--- src/rtl/note_scheduler.sv ---
// Chart sequencer and per-lane judge for the rhythm-game LED lanes: scroll tick,
// chart playback from a 1-cycle-latency ROM, note shadow, hit/near/miss grading.
module note_scheduler #(
   parameter int LANES    = 4,
   parameter int SLOTS    = 8,
   parameter int TICK_DIV = 512,
   parameter int ADDR_W   = 8,
   parameter int CNT_W    = 8
) (
   input  logic              clk,
   input  logic              RST,
   input  logic              start_i,
   input  logic [LANES-1:0]  key_i,
   output logic [ADDR_W-1:0] chart_addr_o,
   input  logic [LANES:0]    chart_data_i,
   output logic              tick_o,
   output logic [LANES-1:0]  spawn_o,
   output logic [LANES-1:0]  hit_o,
   output logic [LANES-1:0]  near_o,
   output logic [LANES-1:0]  miss_o,
   output logic [CNT_W-1:0]  score_cnt_o,
   output logic [CNT_W-1:0]  near_cnt_o,
   output logic [CNT_W-1:0]  miss_cnt_o,
   output logic              busy_o,
   output logic              done_o
);

   localparam logic [1:0] S_IDLE  = 2'd0;
   localparam logic [1:0] S_PLAY  = 2'd1;
   localparam logic [1:0] S_DRAIN = 2'd2;
   localparam logic [1:0] S_DONE  = 2'd3;

   localparam int DIV_W = (TICK_DIV > 1) ? $clog2(TICK_DIV) : 1;
   localparam logic [DIV_W-1:0]  DIV_LAST  = DIV_W'(TICK_DIV - 1);
   localparam logic [ADDR_W-1:0] ADDR_LAST = '1;
   localparam int SUM_W = CNT_W + $clog2(LANES + 1);

   logic [1:0]       state;
   logic [DIV_W-1:0] div_cnt;
   logic [LANES-1:0] key_p1;
   logic             fetch_vld_p1;
   logic [SLOTS-1:0] shadow     [LANES];
   logic [SLOTS-1:0] shadow_nxt [LANES];
   logic [LANES-1:0] key_rise;
   logic [LANES-1:0] spawn_c;
   logic [LANES-1:0] hit_c;
   logic [LANES-1:0] near_c;
   logic [LANES-1:0] miss_c;
   logic             all_empty;

   function automatic logic [CNT_W-1:0] sat_add(input logic [CNT_W-1:0] acc,
                                                input logic [LANES-1:0] inc);
      logic [SUM_W-1:0] sum;
      sum = SUM_W'(acc);
      for (int i = 0; i < LANES; i++) sum = sum + SUM_W'(inc[i]);
      if (sum > SUM_W'({CNT_W{1'b1}})) return '1;
      return sum[CNT_W-1:0];
   endfunction

   assign busy_o   = (state == S_PLAY) || (state == S_DRAIN);
   assign done_o   = (state == S_DONE);
   assign tick_o   = busy_o && (div_cnt == DIV_LAST);
   assign key_rise = key_i & ~key_p1;

   // Judgement sees the pre-shift shadow: presses clear first, then the tick shifts.
   always_comb begin
      logic [SLOTS-1:0] sh;
      sh         = '0;
      hit_c      = '0;
      near_c     = '0;
      miss_c     = '0;
      all_empty  = 1'b1;
      shadow_nxt = shadow;
      spawn_c    = (state == S_PLAY && fetch_vld_p1 && !chart_data_i[LANES]) ?
                   chart_data_i[LANES-1:0] : '0;
      for (int l = 0; l < LANES; l++) begin
         sh = shadow[l];
         if (busy_o && key_rise[l]) begin
            if (sh[0]) begin
               hit_c[l] = 1'b1;
               sh[0]    = 1'b0;
            end else if (sh[1]) begin
               near_c[l] = 1'b1;
               sh[1]     = 1'b0;
            end
         end
         if (tick_o) begin
            miss_c[l] = sh[0];
            sh        = sh >> 1;
         end
         if (spawn_c[l]) sh[SLOTS-1] = 1'b1;
         shadow_nxt[l] = sh;
         if (|sh) all_empty = 1'b0;
      end
   end

   always_ff @(posedge clk) begin
      if (RST) begin
         state        <= S_IDLE;
         div_cnt      <= '0;
         chart_addr_o <= '0;
         key_p1       <= '0;
         fetch_vld_p1 <= 1'b0;
         spawn_o      <= '0;
         hit_o        <= '0;
         near_o       <= '0;
         miss_o       <= '0;
         score_cnt_o  <= '0;
         near_cnt_o   <= '0;
         miss_cnt_o   <= '0;
         for (int l = 0; l < LANES; l++) shadow[l] <= '0;
      end else begin
         key_p1       <= key_i;
         // Tick stage p0 -> ROM address latched; p1 -> ROM data valid, spawn decided.
         fetch_vld_p1 <= tick_o && (state == S_PLAY);
         spawn_o      <= spawn_c;
         hit_o        <= hit_c;
         near_o       <= near_c;
         miss_o       <= miss_c;
         case (state)
            S_IDLE, S_DONE: begin
               if (start_i) begin
                  state        <= S_PLAY;
                  div_cnt      <= '0;
                  chart_addr_o <= '0;
                  score_cnt_o  <= '0;
                  near_cnt_o   <= '0;
                  miss_cnt_o   <= '0;
                  for (int l = 0; l < LANES; l++) shadow[l] <= '0;
               end
            end
            default: begin
               div_cnt <= tick_o ? '0 : div_cnt + 1'b1;
               for (int l = 0; l < LANES; l++) shadow[l] <= shadow_nxt[l];
               score_cnt_o <= sat_add(score_cnt_o, hit_c);
               near_cnt_o  <= sat_add(near_cnt_o, near_c);
               miss_cnt_o  <= sat_add(miss_cnt_o, miss_c);
               if (state == S_PLAY && fetch_vld_p1) begin
                  if (chart_data_i[LANES] || chart_addr_o == ADDR_LAST)
                     state <= S_DRAIN;
                  else
                     chart_addr_o <= chart_addr_o + 1'b1;
               end
               if (state == S_DRAIN && tick_o && all_empty) state <= S_DONE;
            end
         endcase
      end
   end

endmodule

--- config.mk ---
export PLATFORM = sky130hd
export DESIGN_NAME = note_scheduler
export DESIGN_NICKNAME = d
export VERILOG_FILES = /design/src/rtl/note_scheduler.sv
export SDC_FILE = /design/constraint.sdc
export NUM_CORES = 1
export LEC_CHECK = 0
export CAP_MARGIN = 40
export CELL_PAD_IN_SITES_DETAIL_PLACEMENT = 1
export CELL_PAD_IN_SITES_GLOBAL_PLACEMENT = 2
export CORE_ASPECT_RATIO = 1.75
export CORE_MARGIN = 10
export CORE_UTILIZATION = 29
export DETAILED_ROUTE_END_ITERATION = 12
export PLACE_DENSITY = 0.76
export SLEW_MARGIN = 15
export SYNTH_ARGS = -nofsm -noshare
export SYNTH_HDL_FRONTEND = slang
export SYNTH_SLANG_ARGS = --single-unit
--- constraint.sdc ---
create_clock -name clk -period 3.8 [get_ports clk]
set_input_delay 0.76 -clock clk [delete_from_list [all_inputs] [get_ports clk]]
set_output_delay 0.76 -clock clk [all_outputs]
set_load 0.05 [all_outputs]
==> qor.yml <==
status:
  status: "finished clean"
detailed_routing:
  routedWlPerCell_um: 17.68
  drc: 0
  wirelength_mm: 14.07
  drtIter0Drc: 124
  firstDrtPassIters: 4
  vias: 4136
  drtAntennaViolNets: 0
  vias_per_cell: 5.196
layout:
  area_growth_pct: 30.34
  stdcell_area_sq_um: 5811
  drive_gt1_share_pct: 12.40
  nets: 638
  layout.cells.non_filler: 796
  fill_cells: 1771
  num_antenna_cells: 0
  regArea_sq_um: 1923
  multiInputGateArea_sq_um: 2430
synthesis:
  yosys.area.top_type_share_pct: 43.11
  synthArstFlopShare_pct: 0
  synth_top_cell_by_area: "dfxtp_1"
  synth_most_common_cell: "dfxtp_1"
  synth_cell_types: 51
  synth_fp_nets: 560
  synth-main-ff-cell: "dfxtp_1"
  ys_seq_area_share_pct: 43.11
  yosysWarnings: 0
  synth_commonest_cells: "dfxtp_1, nor2_1, a21oi_1"
  synthCells: 530
  synth.avg_cell_area_sq_um: 8.411
  synth-edff-count: 0
  netlist_area_sq_um: 4458
  yosys-top-cells-area: "dfxtp_1, nor2_1, a22oi_1"
  ys_ff_latch: 96
floorplanning:
  rows: 59
  fp.dieW_um: 113.7
  core_area_sq_um: 14990
  die_h_um: 184.0
  dieArea_sq_um: 20930
  initial_utilization_pct: 29.75
  ios: 63
clock_tree:
  clock_path_buffers: 2
  cts.htree.levels: 3
  ctsRootBufferMaster: "clkbuf_16"
  cts_sinks: 96
  postCtsHoldBufs: 0
  cts_inserted_buffers: 9
  cts_tree: "yes"
  clk_latency_ns: 0.35
  clk_pin_slew_ns: 0.08
placed_design:
  place_inst: 780
  place_congestion: 0.7910
  dp_hpwl_mm: 10.20
  place_ws_ns: -0.1796
  portBuffers: 62
  place_area_sq_um: 5445
sta:
  fin_crit_sh_pct: 94.69
  worst_pin_slew_ns: 0.8605
  fmax_mhz: 277.9
  maxSlewViolCount: 0
  setup_violations: 0
  relSlewSlack_pct: 42.63
  hold_viol_final: 0
  tns_ns: 0
  period_needed_ns: 3.598
  fin_skew_ns: 0.009889
  worst_slack_ns: 0.2017
critical_path:
  worstPathRequired_ns: 4.06
  cp-end-kind: "register"
  worst_r2r_path_depth: 19
  path_max_fanout: 3
  ff2ff_setup_slack_ns: 0.20
  critPathArrivalTime_ns: 3.86
  startpoint_type: "register"
  reg2reg_to: "miss_cnt_o[6]$_SDFFE_PP0P_"
  criticalPathCategory: "register to register"
  reg2reg_from: "div_cnt[0]$_SDFFE_PP0P_"
power:
  vdd_drop_max_mv: 0.1956
  pwr_density_cell_nw_per_um2: 361.6
  p_leak_nw: 2.062
grt:
  grt_pass1_wl_mm: 22.83
  grt_pass1_vias: 4435
  antenna_found_initial: 0
  grt_use_total_pct: 13.52
  grt_overflow: 0
  grt_max_degree: 79
min_path:
  holdPathEnd: "shadow[6]$_SDFFE_PP0P_"
  hold_start: "shadow[6]$_SDFFE_PP0P_"
  holdPathStages: 2
  hp-class: "register to register"
job:
  maxCapViolCount: 0
area by class of cell:
class	count	area share [%]
repair buffers	96	15.18
clock inverters	7	1.055
well taps	183	3.941
multi-input cells	389	41.82
flip-flops and latches	96	33.10
clock buffers	9	3.876
inverters	16	1.034
metrics by stage:
stage	hold WS [ns]	util, %	power [W]
after CTS	0.4895	38.43	0.002134
final	0.4872	38.77	0.002101
after floorplan	0.4448	-	0.001162
after global routing	0.5166	38.77	0.002190
after detailed placement	0.4775	36.34	0.001235
after global placement	0.4725	36.34	0.001230
registers in the layout, summed over array words and instances (netlist names), 8 cells and up:
signal and flops:
score_cnt_o 8, div_cnt 9, near_cnt_o 8, miss_cnt_o 8, shadow 32, chart_addr_o 8
repair_timing:
item | 4_1_cts | 5_1_grt
setup buffers | 0 | 0
hold endpoints to repair | 0 | 0
resized for setup | 8 | 13
endpoints found under the setup margin | 12 | 14
cloned | 0 | 0
pin swaps | 0 | 5
where the power goes:
group,internal (W),switching (W)
combinational,0.0000652,0.000123
sequential,0.00101,0.0000100
clock,0.000457,0.000432
total,0.00154,0.000565
per-layer routing:
| metal | vias to the layer above | track usage, % | part of all wire, % |
|---|---|---|---|
| met4 | 0 | 4.842 | 1.3 |
| met2 | 57 | 24.65 | 54 |
| met1 | 2046 | 14.66 | 41 |
| met3 | 11 | 3.137 | 3.7 |
| li1 | 2022 | - | - |
| met5 | - | 0 | 0 |
cells in the final DEF, fill, tap and decap left out, types with 4 or more instances in the layout:
cell,n
o21ai_1,14
clkdlybuf4s50_1,59
nor2b_1,22
dfxtp_1,95
nand3_1,15
nor4_1,9
inv_1,13
nand2_1,27
nor3b_1,11
nor2_1,86
and3_1,5
a22oi_1,29
ha_1,6
a211oi_1,5
clkbuf_16,9
fa_1,7
nor3_1,20
a31oi_1,4
o2111ai_1,4
a21oi_1,37
and3_4,4
o21ai_0,23
nand2b_1,7
xnor2_1,6
and2_1,6
buf_4,34
how the worst max path moves through the flow:
stage,startpoint,to,slack [ns],depth (start not counted)
after floorplan,div_cnt[0]$_SDFFE_PP0P_,miss_cnt_o[2]$_SDFFE_PP0P_,0.006,19
after global placement,key_i[0],near_cnt_o[0]$_SDFFE_PP0P_,-0.09,14
after detailed placement,key_i[0],near_cnt_o[3]$_SDFFE_PP0P_,-0.18,14
after CTS,div_cnt[0]$_SDFFE_PP0P_,miss_cnt_o[6]$_SDFFE_PP0P_,0.04,19
after global routing,state[0]$_SDFFE_PP0P_,near_cnt_o[3]$_SDFFE_PP0P_,-0.02,16
final,div_cnt[0]$_SDFFE_PP0P_,miss_cnt_o[6]$_SDFFE_PP0P_,0.20,19
logic make-up (layout without fill, tap and decap cells):
kind of cell / Yosys count / after routing / synth area share, %
adder cells (fa/ha/maj): 18 / 18 / 6.567
flip-flops: 96 / 96 / 43.11
AO/OA/AOI/OAI: 137 / 137 / 19.48
buffers and inverters: 45 / 128 / 4.098
multiplexers: 1 / 1 / 0.2245
AND/OR/NAND/NOR: 227 / 227 / 25.34
XOR/XNOR: 6 / 6 / 1.179
critical path, cell delays in order (launching register included):
cell	delay, ns
dfxtp_2	0.32
ha_2	0.18
and3_4	0.18
and3_4	0.17
and3_1	0.18
ha_2	0.18
nand2b_1	0.09
inv_1	0.06
and3_4	0.19
fa_1	0.51
inv_1	0.06
fa_2	0.38
inv_2	0.08
fa_2	0.21
and3_4	0.21
nand3_4	0.09
buf_6	0.14
nor2_1	0.09
nor2_1	0.05
a211oi_1	0.15
Note: power is estimated with default switching activity, not from simulation.
